## src/rtl/vg_wrpc.sv

```systemverilog
// ============================================================================
// Module   : vg_wrpc
// Purpose  : VG93 companion logic. Generates the VG93 clock with normal /
//            turbo / stopped modes and produces a precompensated write pulse
//            whose delay is taken from a small programmable table selected by
//            the VG93 precompensation hints.
// Ports    : fclk            - sole clock, all state on posedge
//            rst_n           - asynchronous active-low reset
//            step, vg_drq    - VG93 step / DRQ (async, turbo control)
//            vg_wd           - VG93 write-data pulse (async)
//            vg_sl, vg_sr,
//            vg_tr43         - VG93 precompensation hints (async)
//            clk_mode        - 00 normal, 01 turbo, 10 auto turbo, 11 stopped
//            cfg_we/addr/data- delay table write port, addr 7 clears ovl
//            vg_clk          - VG93 clock
//            turbo           - current turbo state
//            vg_wrd          - precompensated write pulse
//            ovl             - sticky overlap flag
// Revision : 1.0 - initial release
// ============================================================================
`default_nettype none

module vg_wrpc #(
  parameter int CNT_W     = 4,
  parameter int PULSE_LEN = 7,
  parameter int CLK_DIV   = 7
) (
  input  logic             fclk,
  input  logic             rst_n,
  input  logic             step,
  input  logic             vg_drq,
  input  logic             vg_wd,
  input  logic             vg_sl,
  input  logic             vg_sr,
  input  logic             vg_tr43,
  input  logic [1:0]       clk_mode,
  input  logic             cfg_we,
  input  logic [2:0]       cfg_addr,
  input  logic [CNT_W-1:0] cfg_data,
  output logic             vg_clk,
  output logic             turbo,
  output logic             vg_wrd,
  output logic             ovl
);

  localparam logic [3:0]       c_div_m1  = 4'(CLK_DIV - 1);
  localparam logic [CNT_W-1:0] c_plen_m1 = CNT_W'(PULSE_LEN - 1);

  typedef enum logic [1:0] {
    ST_IDLE  = 2'd0,
    ST_DELAY = 2'd1,
    ST_PULSE = 2'd2
  } state_t;

  function automatic logic [CNT_W-1:0] tbl_rst(input int idx);
    case (idx)
      0:       tbl_rst = CNT_W'(4);
      1:       tbl_rst = CNT_W'(11);
      2:       tbl_rst = CNT_W'(0);
      3:       tbl_rst = CNT_W'(14);
      default: tbl_rst = CNT_W'(7);
    endcase
  endfunction

  // ---------------------------------------------------------------- sync ----
  logic [2:0] r_step_s, r_drq_s, r_wd_s;
  logic [1:0] r_sl_s, r_sr_s, r_tr_s;

  always_ff @(posedge fclk or negedge rst_n) begin
    if (!rst_n) begin
      r_step_s <= '0;
      r_drq_s  <= '0;
      r_wd_s   <= '0;
      r_sl_s   <= '0;
      r_sr_s   <= '0;
      r_tr_s   <= '0;
    end else begin
      r_step_s <= {r_step_s[1:0], step};
      r_drq_s  <= {r_drq_s[1:0], vg_drq};
      r_wd_s   <= {r_wd_s[1:0], vg_wd};
      r_sl_s   <= {r_sl_s[0], vg_sl};
      r_sr_s   <= {r_sr_s[0], vg_sr};
      r_tr_s   <= {r_tr_s[0], vg_tr43};
    end
  end

  logic w_step_stb, w_drq_stb, w_wd_stb;
  assign w_step_stb = r_step_s[1] & ~r_step_s[2];
  assign w_drq_stb  = r_drq_s[1]  & ~r_drq_s[2];
  assign w_wd_stb   = r_wd_s[1]   & ~r_wd_s[2];

  // ------------------------------------------------------- clock section ----
  logic [3:0] r_presc;
  logic       r_half;  // normal mode: first of the two strobes already seen
  logic       w_stb;

  assign w_stb = (r_presc == c_div_m1);

  always_ff @(posedge fclk or negedge rst_n) begin
    if (!rst_n) begin
      r_presc <= '0;
      r_half  <= 1'b0;
      vg_clk  <= 1'b0;
      turbo   <= 1'b0;
    end else begin
      r_presc <= w_stb ? 4'd0 : r_presc + 4'd1;

      case (clk_mode)
        2'b01:   turbo <= 1'b1;
        2'b10: begin
          // DRQ has priority over a coincident step edge.
          if (w_drq_stb)       turbo <= 1'b0;
          else if (w_step_stb) turbo <= 1'b1;
        end
        default: turbo <= 1'b0;
      endcase

      // vg_clk only ever changes on a strobe, so every phase lasts at least
      // CLK_DIV cycles no matter when the mode changes.
      if (w_stb) begin
        if (clk_mode == 2'b11) begin
          vg_clk <= 1'b0;
          r_half <= 1'b0;
        end else if (turbo || r_half) begin
          vg_clk <= ~vg_clk;
          r_half <= 1'b0;
        end else begin
          r_half <= 1'b1;
        end
      end
    end
  end

  // ------------------------------------------------------- delay table ------
  logic [CNT_W-1:0] r_tbl [0:4];

  always_ff @(posedge fclk or negedge rst_n) begin
    if (!rst_n) begin
      for (int i = 0; i < 5; i++) r_tbl[i] <= tbl_rst(i);
    end else begin
      for (int i = 0; i < 5; i++)
        if (cfg_we && (cfg_addr == 3'(i))) r_tbl[i] <= cfg_data;
    end
  end

  // Zone lookup; hint order is {sl, tr43, sr}.
  logic [CNT_W-1:0] w_dly;
  always_comb begin
    w_dly = r_tbl[4];
    case ({r_sl_s[1], r_tr_s[1], r_sr_s[1]})
      3'b100:  w_dly = r_tbl[0];
      3'b001:  w_dly = r_tbl[1];
      3'b110:  w_dly = r_tbl[2];
      3'b011:  w_dly = r_tbl[3];
      default: w_dly = r_tbl[4];
    endcase
  end

  // ------------------------------------------------------- write pulse ------
  state_t           r_state;
  logic [CNT_W-1:0] r_dcnt, r_pcnt;

  always_ff @(posedge fclk or negedge rst_n) begin
    if (!rst_n) begin
      r_state <= ST_IDLE;
      r_dcnt  <= '0;
      r_pcnt  <= '0;
      vg_wrd  <= 1'b0;
    end else if (w_wd_stb) begin
      // A new write strobe always restarts, aborting any pulse in progress.
      r_state <= ST_DELAY;
      r_dcnt  <= w_dly;
      vg_wrd  <= 1'b0;
    end else begin
      case (r_state)
        ST_DELAY: begin
          if (r_dcnt != '0) begin
            r_dcnt <= r_dcnt - 1'b1;
          end else begin
            r_state <= ST_PULSE;
            r_pcnt  <= c_plen_m1;
            vg_wrd  <= 1'b1;
          end
        end
        ST_PULSE: begin
          if (r_pcnt != '0) begin
            r_pcnt <= r_pcnt - 1'b1;
          end else begin
            r_state <= ST_IDLE;
            vg_wrd  <= 1'b0;
          end
        end
        default: begin
          r_state <= ST_IDLE;
          vg_wrd  <= 1'b0;
        end
      endcase
    end
  end

  // Overlap flag: setting wins over a same-cycle clear.
  always_ff @(posedge fclk or negedge rst_n) begin
    if (!rst_n)
      ovl <= 1'b0;
    else if (w_wd_stb && (r_state != ST_IDLE))
      ovl <= 1'b1;
    else if (cfg_we && (cfg_addr == 3'd7))
      ovl <= 1'b0;
  end

endmodule

`default_nettype wire

```

## config.mk

```make
export PLATFORM = sky130hd
export DESIGN_NAME = vg_wrpc
export DESIGN_NICKNAME = d
export VERILOG_FILES = /design/src/rtl/vg_wrpc.sv
export SDC_FILE = /design/constraint.sdc
export NUM_CORES = 1
export LEC_CHECK = 0
export CAP_MARGIN = 20
export CORE_ASPECT_RATIO = 1.75
export CORE_MARGIN = 2
export CORE_UTILIZATION = 39
export CTS_BUF_LIST = sky130_fd_sc_hd__clkbuf_4 sky130_fd_sc_hd__clkbuf_8
export CTS_CLUSTER_SIZE = 30
export DETAILED_ROUTE_END_ITERATION = 12
export GPL_TIMING_DRIVEN = 0
export SLEW_MARGIN = 20
export SYNTH_ARGS = -nofsm -noshare
export SYNTH_HDL_FRONTEND = slang
export SYNTH_SLANG_ARGS = --single-unit
```

## constraint.sdc

```tcl
create_clock -name fclk -period 2 [get_ports fclk]
set_input_delay 0.4 -clock fclk [delete_from_list [all_inputs] [get_ports fclk]]
set_output_delay 0.4 -clock fclk [all_outputs]
set_load 0.01 [all_outputs]
```

Word-level counts from Yosys, hierarchy flattened
Index checks and enable logic that the tools add are counted.
Word-level totals
  bits in registers: 54
  latch bits: 0
  memory bits (writable): 0
  ROM bits: 0
  bits of input ports: 18
  output and inout bits: 4
  memories: 0
Operators by class
  $add $sub $neg: 3
  $mul: 0
  div/mod/pow operators: 0
  order comparisons: 0
  equal/unequal tests: 20
  shifts and indexed selects: 0
  muxes and demuxes: 25
  bitwise logic cells: 8
  reduce and logical (&&, ||, !) cells: 21
Operators with widths (count)
  2-to-1 mux 4 bit: 6
  one-hot mux 4 bit (4 select lines): 1
  == test 3 bit (second input constant): 4
  nonzero test 2 bit: 6
  2-to-1 mux 1 bit: 11
  == test 3 x 2 -> 1 bit (second input constant): 3
  != test 3 bit (second input constant): 3
  one-hot mux 4 bit (2 select lines): 1
  nonzero test 4 bit: 2
  subtractor 4 x 1 -> 4 bit (second input constant): 2
  logical AND 1 bit: 7
  == test 2 bit (second input constant): 3
  == test 3 x 1 -> 1 bit (second input constant): 2
  2-to-1 mux 2 bit: 3
  AND reduction 2 bit: 3
  NOT 1 bit: 5
  adder 4 x 1 -> 4 bit (second input constant): 1
  == test 2 x 1 -> 1 bit (second input constant): 2
  == test 4 x 3 -> 1 bit (second input constant): 1
  != test 2 bit (second input constant): 2
  one-hot mux 1 bit (2 select lines): 2
  one-hot mux 2 bit (2 select lines): 1
  AND reduction 4 bit: 1
  AND 1 bit: 3
  other kinds (2): 2

Longest topological paths before layout
Gate-level depths: netlist (run 1).
  depth after elaboration: 5
  depth in mapped cells: 6

Worst setup path before layout (run 1)
No wires, ideal clock.
  path type: reg2reg
  start: register, netlist name vg_wrd
  end: register r_pcnt[1]
  data arrival time: 1.537 ns
  data required time: 1.875 ns
  setup slack: 0.338 ns
  stages on the path, launching flop included: 6
  buffers on the path: 0
  clock period less this slack: 1.662 ns
  cells stage by stage: dfrtp_1 inv_1 ha_1 a21boi_2 a211oi_1 mux2_2
RTL lines
  end signal, assigned: RTL line 181  | r_pcnt <= c_plen_m1;
  end signal, assigned: RTL line 187  | r_pcnt <= r_pcnt - 1'b1;
  end, declared: RTL line 161  | logic [CNT_W-1:0] r_dcnt, r_pcnt;

==> impl_results.md, run 1 <==
* DR vias/cell at 5.08
* Top cells by count, synth: dfrtp_1 (43), mux2_2 (23), o21ai_0 (14), inv_1 (13), dfstp_2 (10)
* Hold Vio Cnt, Final at 0
* Nets at about 240
* Synthesized net count at roughly 210
* Register area at between 1000 and 1500 um^2
* Netlist Area Pre-Place at 2330 um^2
* Final setup fails at 0
* Critical Path Start: vg_wrd
* WL final at slightly above 4000 um
* Ys flop type: dfrtp_1
* Clock buffer depth at 2
* Vias in the first global route at around 1600
* Top layer in use: met4
* Area leader, netlist: dfrtp_1
* H-tree depth at 2
* Pins Over Slew Limit at 0
* Row Count at 37
* Total power at 2.69 mW
* Initial Util at 0.400
* Core area at approximately 5800 um^2
* Clock buffer count from CTS at 5
* EDFF count, synth at 0
* Worst skew pair latency at 0.30 ns
* Worst Tran Pin Value at roughly 0.72 ns
* Worst EP arrival at 1.98 ns
* Achievable Freq at roughly 560 MHz
* Sequential-to-total area share from yosys stat at 0.573
* R2R Path End: r_pcnt[1]
* Most frequent cell after synthesis: dfrtp_1
* First-pass GRT wire length at just over 7000 um
* Total number of vias at 1493
* M1 wire length at about 1600 um
* I/O Pins at 22
* Lkg Pwr at 1.15 nW
* Antenna violations before repair at 0
* Register bit total from synthesis at 53
* Synthesized instance count at ~190
* Setup crit start kind: flip-flop
* Period minus WS final at approximately 1.8 ns
* Clock Sinks at 53
* Area after DPL at roughly 2600 um^2
* Status: finished clean
* RSZ-0062 raised after global routing: false
* Final setup TNS at 0 ns
* Worst-path clk slew at about 0.10 ns
* Port bufs at 21
* Crit share post-route at 0.890
* GR Overflow Total at 0
* Die W at 62.5 um
* Met3 wire length at 79 um
* Worst setup path class: reg2reg
* Final WS setup at 0.220 ns
* Critical Path End: r_pcnt[1]
* Post-DP HPWL at 2970 um
* Die Y at approximately 110 um
* Worst Setup End Kind: flip-flop
* Power per cell area at 981 nW/um^2
* 1st-iter DRT viols at between 70 and 80
* Final hold slack at 0.108 ns
* DRC at 0
* GP Congestion at between 0.6 and 0.7
* Fillers at ~560
* WL/cell at between 10 and 15 um
* Hold crit path type: in2async
* Routed length on met2 at 2270 um
* Multi-input gate area at roughly 930 um^2
* CTS tree: done
* Area fraction of the dominant cell type after synthesis at 0.461
* Diode count at 0
* Hold_buf cts at 0
* Clk Tree Root Cell: clkbuf_8
* Postcts setup bufs at 0
* R2r setup slk at 0.22 ns
* Worst Skew at between 0.005 and 0.006 ns
* Remaining antenna violation count at 0
* FF-to-FF path depth at 5
* Area contributors post-synth: dfrtp_1 (46%), dfstp_2 (11%), mux2_2 (11%), ha_1 (4.3%), o21ai_0 (3.0%)
* Largest net degree at the start of global routing at 54
* Dpl ws at -0.131 ns
* Worst R2R Start: vg_wrd
* Final instance area at 2740 um^2
* CP max FO at 8
* GRT Overall Usage at 0.139
* Die area at 6650 um^2
* PostCTS Resize Cnt at 0
* Rel. slew slack at 0.514
* Yosys cell types at 39
* Critical Path RT at roughly 2.2 ns
* Synth-to-layout area growth at 17.4%
* Ys Warns at 0
* Share of cells above drive strength 1 at 0.231
* Ys async rst share at 1.00
* Max-cap viol count at 0
* Avg Inst Size Synth at around 12 um^2
* Maximum VDD drop at roughly 0.53 mV
* 1st-pass router iterations at 4
[final cells by class]
cell class | count | share of cell area
Buffer | 4 | 0.00685
Clock buffer | 6 | 0.0301
Clock inverter | 2 | 0.00639
Inverter | 13 | 0.0178
Multi-Input combinational cell | 117 | 0.339
Sequential cell | 53 | 0.489
Tap cell | 78 | 0.0356
Timing Repair Buffer | 21 | 0.0758
[flip-flops by register name (all words and copies together) (netlist names), 2 cells and up]
| name | flops |
|---|---|
| r_presc | 4 |
| r_drq_s | 3 |
| r_tbl | 20 |
| r_pcnt | 4 |
| r_dcnt | 4 |
| r_sl_s | 2 |
| r_tr_s | 2 |
| r_sr_s | 2 |
| r_step_s | 3 |
| r_wd_s | 3 |
[where the power goes]
group	internal (mW)	total, mW	switching [mW]
registers	1.30	1.43	0.129
clock network	0.288	0.639	0.352
logic	0.332	0.620	0.288
[through the flow]
step | std cells | util
3_3_place_gp | 286 | 0.453
6_report | 294 | 0.470
2_1_floorplan | 187 | -
3_5_place_dp | 286 | 0.453
4_1_cts | 294 | 0.470
5_1_grt | 294 | 0.470
[placed cells by master, fill, tap and decap left out, types with 3 or more instances in the layout]
master / synthesis / routed
a22oi_1: 4 / 4
mux2_2: 23 / 23
ha_1: 8 / 8
clkdlybuf4s50_1: 0 / 20
inv_1: 13 / 13
nand2_1: 8 / 8
mux2i_1: 3 / 3
dfrtp_1: 43 / 43
o21ai_0: 14 / 14
nand4b_1: 3 / 3
clkbuf_8: 0 / 6
nand2b_1: 3 / 3
nor2b_1: 4 / 4
a21oi_1: 8 / 8
a21o_1: 3 / 3
dfstp_2: 10 / 10
nor3_1: 3 / 3
nor2_1: 4 / 4
[layer usage]
metal	up-vias	global-route usage
met4	0	0.0825
met3	6	0.0233
met1	739	0.145
met5	-	0
met2	17	0.257
li1	731	-
[critical path, stage by stage, from the launching register on]
cell and delay [ns]:
dfrtp_1 0.41, inv_1 0.08, ha_1 0.25, a21boi_2 0.23, a211oi_1 0.34, mux2_2 0.37
[kinds of logic after synthesis]
logic type / Yosys count / share of synthesized area
mux: 26 / 0.124
xor+xnor: 2 / 0.00750
flops: 53 / 0.573
buf+inv: 17 / 0.0289
fa+ha+maj: 8 / 0.0429
simple gates: 39 / 0.105
compound gates: 42 / 0.118
[worst min path at each step]
stage	start	end	slack [ns]	cells after the start
floorplan	rst_n	ovl	0.10	0
global placement	r_tr_s[0]	r_tr_s[1]	0.33	0
detailed placement	r_sr_s[0]	r_sr_s[1]	0.34	0
CTS	rst_n	vg_clk	0.13	1
global route	rst_n	vg_clk	0.16	1
finish	rst_n	vg_clk	0.11	1
(Power assumes the default switching activity.)
==> inputs of run 2 (changes only) <==
--- a/config.mk
+++ b/config.mk
@@ -5,6 +5,7 @@
 export SDC_FILE = /design/constraint.sdc
 export NUM_CORES = 1
 export LEC_CHECK = 0
+export ABC_CLOCK_PERIOD_IN_PS = 2000
 export CAP_MARGIN = 20
 export CORE_ASPECT_RATIO = 1.75
 export CORE_MARGIN = 2
==> results of run 2 <==
Same layout as run 1: the final DEF is identical, and so are final timing and power.
==> inputs of run 3 (changes only) <==
--- a/config.mk
+++ b/config.mk
@@ -14,6 +14,7 @@
 export CTS_CLUSTER_SIZE = 30
 export DETAILED_ROUTE_END_ITERATION = 12
 export GPL_TIMING_DRIVEN = 0
+export RECOVER_POWER = 100
 export SLEW_MARGIN = 20
 export SYNTH_ARGS = -nofsm -noshare
 export SYNTH_HDL_FRONTEND = slang
==> impl_results.md, run 3 (synthesis gave the netlist of run 1 again) <==
* Status: finished clean
* Sw Share at 0.287
* Maximum VDD drop at between 0.5 and 0.6 mV
* Total power at around 2.7 mW
* Hold crit path type: in2async
* Worst skew pair latency at ~0.30 ns
* Core area at 5830 um^2
* Lkg Pwr at approximately 1.2 nW
* PostCTS Resize Cnt at 0
* Diode count at 0
* Clock power share at 0.239
* Setup crit start kind: input pin
* Final setup fails at 0
* Critical Path RT at 2.19 ns
* Worst-path clk slew at about 0.1 ns
* Clock buffer count from CTS at 5
* Postcts setup bufs at 0
* Most frequent cells in the layout: dfrtp_1 (43), mux2_2 (23), o21ai_0 (14)
* Power per cell area at roughly 1000 nW/um^2
* First-pass GRT wire length at just over 7000 um
* Worst setup path class: in2reg
* Clk Tree Root Cell: clkbuf_8
* Port bufs at 21
* Combinational share of power at 0.227
* DR vias/cell at 5.08
* Worst Setup End Kind: flip-flop
* WL final at roughly 4000 um
* Worst Skew at around 0.0051 ns
* Die W at about 62 um
* 1st-pass router iterations at 4
* Rel. slew slack at 0.142
* Achievable Freq at around 530 MHz
* Hold_buf cts at 0
* H-tree depth at 2
* 1st-iter DRT viols at between 80 and 90
* Remaining antenna violation count at 0
* Core Util, Final at 0.468
* Vias in the first global route at around 1600
* RSZ-0062 raised after global routing: false
* Clock buffer depth at 2
* GP Congestion at about 0.7
* Antenna violations before repair at 0
* GRT Overall Usage at 0.139
* Share of cells above drive strength 1 at 0.222
* CP max FO at 6
* Max-cap viol count at 0
* Largest net degree at the start of global routing at 54
* I/O Pins at 22
* Psw at 0.767 mW
* Flop pwr share at 0.534
* Die Y at between 100 and 150 um
* Pins Over Slew Limit at 0
* Largest register FFs at 20
* Die area at ~6600 um^2
* DRC at 0
* Leading cell type in the layout, fill and taps excluded: dfrtp_1
* Worst Tran Pin Value at between 1 and 1.5 ns
* Total number of vias at between 1000 and 1500
* P_int at roughly 1.9 mW
* Row Count at 37
* Period minus WS final at roughly 1.9 ns
* Nets at ~240
* Biggest register: r_tbl
* WL/cell at approximately 14 um
* Hold Vio Cnt, Final at 0
* Worst EP arrival at approximately 2.1 ns
* GR Overflow Total at 0
* Clock Sinks at 53
* Crit share post-route at 0.937
* Initial Util at 0.400
* Post-DP HPWL at roughly 3000 um
* CTS tree: done
* Synth-to-layout area growth at 17.0%
-- run 3: critical path: stages --
cell	delay, ns
dlygate4sd3_1	0.62
nor3_1	0.64
mux2_2	0.41
-- run 3: worst paths after layout --
| path | startpoint | end | slack [ns] | cells after the start |
|---|---|---|---|---|
| min | rst_n | vg_clk | 0.36 | 1 |
| min in group fclk | r_sl_s[0] | r_sl_s[1] | 0.36 | 0 |
| max | cfg_addr[2] | r_tbl[19] | 0.13 | 3 |
| min reg2reg | r_sl_s[0] | r_sl_s[1] | 0.36 | 0 |
| max reg2reg | vg_wrd | r_pcnt[1] | 0.22 | 5 |
| max in group asynchronous | rst_n | r_tbl[10] | 0.86 | 1 |
-- run 3: area by class of cell --
cell class,instances,area [um^2]
Buffer,4,17.5
Timing Repair Buffer,21,205
Clock inverter,2,17.5
Clock buffer,6,82.6
Inverter,13,48.8
Multi-Input combinational cell,117,923
Sequential cell,53,1340
Fill cell,557,3100
Tap cell,78,97.6
-- run 3: stage by stage --
stage / cells / TNS (ns) / cell area, um^2 / hold slack [ns] / setup slack (ns)
final: 294 / 0 / 2730 / 0.356 / 0.125
after global placement: 286 / -53.28 / 2640 / 0.334 / -1.11
after CTS: 294 / 0 / 2740 / 0.134 / 0.192
after global routing: 294 / 0 / 2730 / 0.368 / 0.0694
after detailed placement: 286 / -0.526 / 2640 / 0.336 / -0.131
after floorplan: 187 / 0 / 2330 / 0.104 / 0.338
-- run 3: layer usage --
metal / up-vias / share of wire / global-route usage
met3: 6 / 0.020 / 0.0233
met2: 17 / 0.56 / 0.257
met1: 740 / 0.39 / 0.145
met4: 0 / 0.026 / 0.0825
li1: 731 / - / -
met5: - / 0 / 0
-- run 3: power by group through the flow --
stage                     combinational (mW)  clock, mW  sequential, mW
after floorplan                        0.428          0            1.42
after global placement                 0.620          0            1.45
after detailed placement               0.628          0            1.45
after CTS                              0.632      0.677            1.43
after global routing                   0.694      0.711            1.46
final                                  0.606      0.639            1.43
